===== src/rtl/anf_pkg.sv =====
// Shared widths, FSM state type and mask bit-placement helper for the ANF mask generator.
// Optional feature macro used by the block: ANF_BIJ_CHECK_EN.
package anf_pkg;

    localparam int ANF_NIB_W   = 4;
    localparam int ANF_ENTRIES = 16;
    localparam int ANF_MASK_W  = 64;

    typedef enum logic [1:0] {
        ST_LOAD  = 2'd0,
        ST_XFORM = 2'd1,
        ST_DONE  = 2'd2
    } anf_state_t;

    // Bit position of monomial k for output bit j: 16*j + 15 - k.
    function automatic logic [5:0] anf_mask_idx(input logic [1:0] j, input logic [3:0] k);
        return {j, 4'hF - k};
    endfunction

endpackage


===== src/rtl/anf_mask_gen_if.sv =====
// Streaming interface of the ANF mask generator: truth-table entries in, 64-bit mask out.
// out_bij exists only when ANF_BIJ_CHECK_EN is defined.
interface anf_mask_gen_if;
    import anf_pkg::*;

    logic                  in_valid;
    logic                  in_ready;
    logic [ANF_NIB_W-1:0]  in_data;
    logic                  out_valid;
    logic                  out_ready;
    logic [ANF_MASK_W-1:0] out_mask;
`ifdef ANF_BIJ_CHECK_EN
    logic                  out_bij;
`endif

    modport slave (
        input  in_valid,
        input  in_data,
        input  out_ready,
        output in_ready,
        output out_valid,
        output out_mask
`ifdef ANF_BIJ_CHECK_EN
        , output out_bij
`endif
    );

    modport master (
        output in_valid,
        output in_data,
        output out_ready,
        input  in_ready,
        input  out_valid,
        input  out_mask
`ifdef ANF_BIJ_CHECK_EN
        , input out_bij
`endif
    );

endinterface


===== src/rtl/anf_moebius_stage.sv =====
// One butterfly stage of the binary Moebius transform over 16 nibble coefficients.
// Entry x lives at arr[4x+3:4x]; all four output bits are transformed together.
module anf_moebius_stage
    import anf_pkg::*;
(
    input  logic [ANF_MASK_W-1:0] arr_in,
    input  logic [1:0]            stage,
    output logic [ANF_MASK_W-1:0] arr_out
);

    logic [3:0] k_idx;
    logic [3:0] partner;

    always_comb begin
        arr_out = arr_in;
        k_idx   = '0;
        partner = '0;
        for (int k = 0; k < ANF_ENTRIES; k++) begin
            k_idx = 4'(k);
            if (k_idx[stage]) begin
                partner = k_idx ^ (4'b0001 << stage);
                arr_out[{k_idx, 2'b00} +: 4] = arr_in[{k_idx, 2'b00} +: 4]
                                             ^ arr_in[{partner, 2'b00} +: 4];
            end
        end
    end

endmodule


===== src/rtl/anf_mask_gen.sv =====
// Converts a streamed 16x4 S-box truth table into the 64-bit ANF mask of the nonlinear unit.
// Define ANF_BIJ_CHECK_EN to add the permutation flag out_bij.
//
// state    | meaning
// ---------+---------------------------------------------------------
// ST_LOAD  | accepting entries f(0)..f(15) into the coefficient array
// ST_XFORM | one Moebius stage per cycle, stages 0..3
// ST_DONE  | mask presented, waiting for out_ready
module anf_mask_gen
    import anf_pkg::*;
(
    input  logic           clk,
    input  logic           rst_n,
    input  logic           clr,
    anf_mask_gen_if.slave  bus
);

    anf_state_t            state;
    anf_state_t            state_next;
    logic [3:0]            idx;
    logic [1:0]            stage;
    logic [ANF_MASK_W-1:0] arr;
    logic [ANF_MASK_W-1:0] arr_stage;
    logic [ANF_MASK_W-1:0] mask_c;
    logic [5:0]            src_pos;
    logic                  accept;
    logic                  last_accept;

    assign accept      = (state == ST_LOAD) && bus.in_valid;
    assign last_accept = accept && (idx == 4'hF);

    anf_moebius_stage u_stage (
        .arr_in  (arr),
        .stage   (stage),
        .arr_out (arr_stage)
    );

    always_ff @(posedge clk or negedge rst_n) begin
        if (!rst_n) begin
            state <= ST_LOAD;
        end else begin
            state <= state_next;
        end
    end

    always_comb begin
        state_next = state;
        if (clr) begin
            state_next = ST_LOAD;
        end else begin
            case (state)
                ST_LOAD:  if (last_accept)      state_next = ST_XFORM;
                ST_XFORM: if (stage == 2'd3)    state_next = ST_DONE;
                ST_DONE:  if (bus.out_ready)    state_next = ST_LOAD;
                default:                        state_next = ST_LOAD;
            endcase
        end
    end

    always_ff @(posedge clk or negedge rst_n) begin
        if (!rst_n) begin
            idx   <= '0;
            stage <= '0;
            arr   <= '0;
        end else if (clr) begin
            idx   <= '0;
            stage <= '0;
        end else begin
            case (state)
                ST_LOAD: begin
                    if (accept) begin
                        arr[{idx, 2'b00} +: 4] <= bus.in_data;
                        idx                    <= idx + 4'd1;
                        stage                  <= '0;
                    end
                end
                ST_XFORM: begin
                    arr   <= arr_stage;
                    stage <= stage + 2'd1;
                end
                default: ;
            endcase
        end
    end

    // The array is already the coefficient set once in DONE; this is pure rewiring.
    always_comb begin
        mask_c  = '0;
        src_pos = '0;
        if (state == ST_DONE) begin
            for (int k = 0; k < ANF_ENTRIES; k++) begin
                for (int j = 0; j < ANF_NIB_W; j++) begin
                    src_pos = 6'(4 * k + j);
                    mask_c[anf_mask_idx(2'(j), 4'(k))] = arr[src_pos];
                end
            end
        end
    end

    assign bus.in_ready  = (state == ST_LOAD);
    assign bus.out_valid = (state == ST_DONE);
    assign bus.out_mask  = mask_c;

`ifdef ANF_BIJ_CHECK_EN
    logic [ANF_ENTRIES-1:0] seen;
    logic [ANF_ENTRIES-1:0] seen_hit;
    logic                   bij_q;

    assign seen_hit = seen | (16'h0001 << bus.in_data);

    always_ff @(posedge clk or negedge rst_n) begin
        if (!rst_n) begin
            seen  <= '0;
            bij_q <= 1'b0;
        end else if (clr) begin
            seen  <= '0;
            bij_q <= 1'b0;
        end else if (accept) begin
            if (last_accept) begin
                bij_q <= &seen_hit;
                seen  <= '0;
            end else begin
                seen  <= seen_hit;
            end
        end
    end

    assign bus.out_bij = bij_q;
`endif

endmodule


===== src/flat_wrapper.sv =====
// flat-port wrapper written by rule: the top's interface ports become plain ports
module anf_mask_gen_flat import anf_pkg::*;
  (clk, rst_n, clr, bus_in_valid, bus_in_data, bus_out_ready, bus_in_ready, bus_out_valid, bus_out_mask);
  anf_mask_gen_if bus_i ();
  input  logic clk;
  input  logic rst_n;
  input  logic clr;
  input wire logic [$bits(bus_i.in_valid)-1:0] bus_in_valid;
  input wire logic [$bits(bus_i.in_data)-1:0] bus_in_data;
  input wire logic [$bits(bus_i.out_ready)-1:0] bus_out_ready;
  output wire logic [$bits(bus_i.in_ready)-1:0] bus_in_ready;
  output wire logic [$bits(bus_i.out_valid)-1:0] bus_out_valid;
  output wire logic [$bits(bus_i.out_mask)-1:0] bus_out_mask;
  assign bus_i.in_valid = bus_in_valid;
  assign bus_i.in_data = bus_in_data;
  assign bus_i.out_ready = bus_out_ready;
  assign bus_in_ready = bus_i.in_ready;
  assign bus_out_valid = bus_i.out_valid;
  assign bus_out_mask = bus_i.out_mask;
  anf_mask_gen u_core (.clk(clk), .rst_n(rst_n), .clr(clr), .bus(bus_i));
endmodule

===== config.mk =====
export PLATFORM = sky130hd
export DESIGN_NAME = anf_mask_gen_flat
export DESIGN_NICKNAME = d
export VERILOG_FILES = /design/src/rtl/anf_pkg.sv /design/src/rtl/anf_mask_gen_if.sv /design/src/rtl/anf_moebius_stage.sv /design/src/rtl/anf_mask_gen.sv /design/src/flat_wrapper.sv
export SDC_FILE = /design/constraint.sdc
export NUM_CORES = 1
export LEC_CHECK = 0
export CAP_MARGIN = 0
export CORE_MARGIN = 2
export CORE_UTILIZATION = 60
export CTS_BUF_LIST = sky130_fd_sc_hd__clkbuf_8 sky130_fd_sc_hd__clkbuf_16
export DETAILED_ROUTE_END_ITERATION = 7
export HOLD_SLACK_MARGIN = 0.02
export PLACE_DENSITY = 0.87
export SYNTH_ARGS = -nofsm -noshare
export SYNTH_HDL_FRONTEND = slang
export SYNTH_SLANG_ARGS = --single-unit

===== constraint.sdc =====
create_clock -name clk -period 3.58 [get_ports clk]
set_input_delay 0.716 -clock clk [delete_from_list [all_inputs] [get_ports clk]]
set_output_delay 0.716 -clock clk [all_outputs]
set_load 0.01 [all_outputs]

==> impl_metrics.env <==
export IMPL_worst_r2r_cell_count=7
export IMPL_hpwlAfterDp_mm=20.7
export IMPL_pwr_share_comb_pct=26.7
export IMPL_gr_total_overflow=0
export IMPL_yosysWarnings=0
export IMPL_grt_pass1_vias=7377
export IMPL_synth_flop_cell="dfrtp_1"
export IMPL_power_density_mw_per_mm2=291
export IMPL_cp_cell_sequence="inv_1 -> ha_1 -> nor4b_1 -> a21oi_1 -> nor3_1 -> o21ai_0 -> a221o_1"
export IMPL_max_freq_mhz=295
export IMPL_nNetsFinal=920
export IMPL_drtIter0Drc=1350
export IMPL_rsz0062_at_grt="false"
export IMPL_root_buffer="clkbuf_16"
export IMPL_synth_seq_cells=72
export IMPL_num_rows=42
export IMPL_via_count=8019
export IMPL_status="complete, no violations"
export IMPL_synthArstFlopShare_pct=100
export IMPL_ff_latch_area_mm2=0.00180
export IMPL_gp_congestion=1.01
export IMPL_slew_viol_final=0
export IMPL_post_route_min_period_ns=3.39
export IMPL_drt_total_wl_mm=28.1
export IMPL_required_ns=3.81
export IMPL_n_fill_cell=970
export IMPL_total_leakage_power_nw=3.26
export IMPL_worstPathMaxFanout=13
export IMPL_postSynthCellCount=852
export IMPL_antenna_left=0
export IMPL_critPathBufInv=1
export IMPL_fin_crit_sh_pct=94.6
export IMPL_power_total_mw=2.76
export IMPL_grt_first_pass_wirelength_mm=42.9
export IMPL_switching_share_pct=36.0
export IMPL_cts_tree="yes"
export IMPL_die_x_um=121
export IMPL_start_kind="register"
export IMPL_setup_viol=0
export IMPL_grt_use_total_pct=39.1
export IMPL_die_area_mm2=0.0146
export IMPL_firstDrtPassIters=7
export IMPL_cp_depth=7
export IMPL_worstSetupEndpointType="register"
export IMPL_post_cts_buffers=0
export IMPL_path_class="reg2reg"
export IMPL_max_slew_margin_rel_pct=17.6
export IMPL_cp_slowest_stage_delay_ns=0.51
export IMPL_clk_latency_ns=0.35
export IMPL_vias_per_cell=7.42
export IMPL_syn_area_per_cell_um2=9.62
export IMPL_p_int_mw=1.77
export IMPL_hold_buffers=0
export IMPL_worstMarginPinSlew_ns=1.24
export IMPL_critPathArrivalTime_ns=3.61
export IMPL_synth_edf_count=0
export IMPL_grt_max_degree=73
export IMPL_antenna_found_initial=0
export IMPL_hold_violations=0
export IMPL_clockBufferDepth=2
export IMPL_yosysSeqAreaShare_pct=22.0
export IMPL_die_y_um=121
export IMPL_core_mm2=0.0133
export IMPL_clk_pin_slew_ns=0.06
export IMPL_syn_to_final_growth_pct=16.0
export IMPL_htree_num_levels=3
export IMPL_drc_errors=0
export IMPL_cts_sinks=72
export IMPL_synth_distinct_cells=61
export IMPL_p_sw_uw=995
export IMPL_seq_power_share_pct=41.6
export IMPL_cpLargestDelayFamily="compound AO/OA/AOI/OAI gates"
export IMPL_port_buffers=74
export IMPL_synth_area_mm2=0.00820
export IMPL_ctsResizeCount=0
export IMPL_diodes=0
export IMPL_multi_input_area_mm2=0.00607
export IMPL_hold_path_class="in2async"
export IMPL_cts_buffers=9
export IMPL_clock_skew_ns=0.00747
export IMPL_wl_per_cell_um=26.0
export IMPL_vdd_drop_max_uv=156
export IMPL_initial_core_util_pct=61.7
export IMPL_ios=75
export IMPL_synthesis_nets=872
export IMPL_finalSetupTns_ns=0
export IMPL_critPathSlowestCell="dfrtp_1"
export IMPL_drive_above_1_share_pct=20.4
export IMPL_max_cap_violations=0
export IMPL_clock_power_share_pct=31.8
==> cells by family after synthesis <==
logic type,synth area share (%)
AOI/OAI and AO/OA,14.8
buffers and inverters,4.78
xor gates and xnor gates,0.534
DFF,22.0
muxes,37.1
and+or+nand+nor,19.1
adders and majority gates,1.68
==> layout by cell type (no fill, tap or decap), types with 9 or more instances in the layout <==
master,netlist,final
o211ai_1,19,19
mux4_2,75,75
and2_1,74,74
buf_4,6,33
or3_1,14,14
nand2b_1,11,10
clkdlybuf4s50_1,0,73
nor3_1,18,18
a211oi_1,9,9
dfrtp_1,72,72
o21ai_0,44,43
a221o_1,12,12
mux2_2,43,43
inv_1,16,16
mux2i_1,87,87
nor2_1,58,58
clkbuf_16,0,9
a21oi_1,12,12
nand3_1,16,16
a22oi_1,10,10
nand2_1,60,60
==> final cells by class <==
| class | count | area share [%] |
|---|---|---|
| clock buffer | 9 | 2.37 |
| sequential | 72 | 19.0 |
| clock inverter | 7 | 0.579 |
| timing repair buffer | 111 | 11.3 |
| multi-input combinational | 690 | 63.8 |
| inverter | 16 | 0.632 |
| tap | 176 | 2.32 |
==> per-stage QoR <==
stage | worst slack [ns] | hold slack [ns] | cells | instance area [um2] | utilization, %
2_1_floorplan | 0.704 | 0.420 | 852 | 8200 | -
3_3_place_gp | 0.481 | 0.578 | 1065 | 9230 | 69.4
3_5_place_dp | 0.425 | 0.587 | 1065 | 9230 | 69.4
4_1_cts | 0.357 | 0.542 | 1081 | 9510 | 71.5
5_1_grt | 0.182 | 0.588 | 1081 | 9510 | 71.5
6_report | 0.195 | 0.490 | 1081 | 9510 | 71.5
==> power groups by stage <==
stage	clock [mW]	sequential, mW	combinational [mW]
after floorplan	0	1.04	0.546
after global placement	0	1.14	0.697
after detailed placement	0	1.14	0.711
after CTS	0.879	1.13	0.718
after global routing	0.911	1.15	0.782
final	0.878	1.15	0.737
==> registers in the layout, summed over array words and instances (netlist names) <==
signal	count
u_core.arr	64
u_core.stage	2
u_core.idx	4
u_core.state	2
==> worst paths after layout <==
| check | from | to | slack, ns |
|---|---|---|---|
| setup / recovery | u_core.idx[1] | u_core.arr[31] | 0.19 |
| hold / removal | rst_n | u_core.arr[46] | 0.49 |
| setup reg to reg | u_core.idx[1] | u_core.arr[31] | 0.19 |
| min in group clk | u_core.arr[0] | u_core.arr[0] | 0.61 |
| hold reg to reg | u_core.arr[0] | u_core.arr[0] | 0.61 |
| max in group asynchronous | rst_n | u_core.arr[4] | 2.42 |
==> synthesized netlist by cell type (7+ instances only) <==
cell | instances | area [um2]
a211oi_1 | 9 | 67.6
a22oi_1 | 10 | 75.1
o2bb2ai_1 | 8 | 70.1
a221o_1 | 12 | 120
mux4_2 | 75 | 1690
nand3_1 | 16 | 80.1
or4_1 | 8 | 60.1
mux2i_1 | 87 | 871
nand3b_1 | 8 | 60.1
o21ai_1 | 7 | 35.0
mux2_2 | 43 | 484
a21oi_1 | 12 | 60.1
nor2_1 | 58 | 218
clkbuf_1 | 41 | 154
nor3_1 | 18 | 90.1
and2_1 | 74 | 463
inv_1 | 16 | 60.1
nand2_1 | 60 | 225
nand2b_1 | 11 | 68.8
or3_1 | 14 | 87.6
buf_2 | 13 | 65.1
ha_1 | 11 | 138
o211ai_1 | 19 | 143
buf_1 | 12 | 45.0
dfrtp_1 | 72 | 1800
o21ai_0 | 44 | 220
==> routing by layer <==
metal,track usage (%),part of all wire (%)
met1,49.7,35
met2,60.1,45
met3,8.65,12
met4,25.4,7.5
met5,0,0
Note: power is estimated with default switching activity, not from simulation.
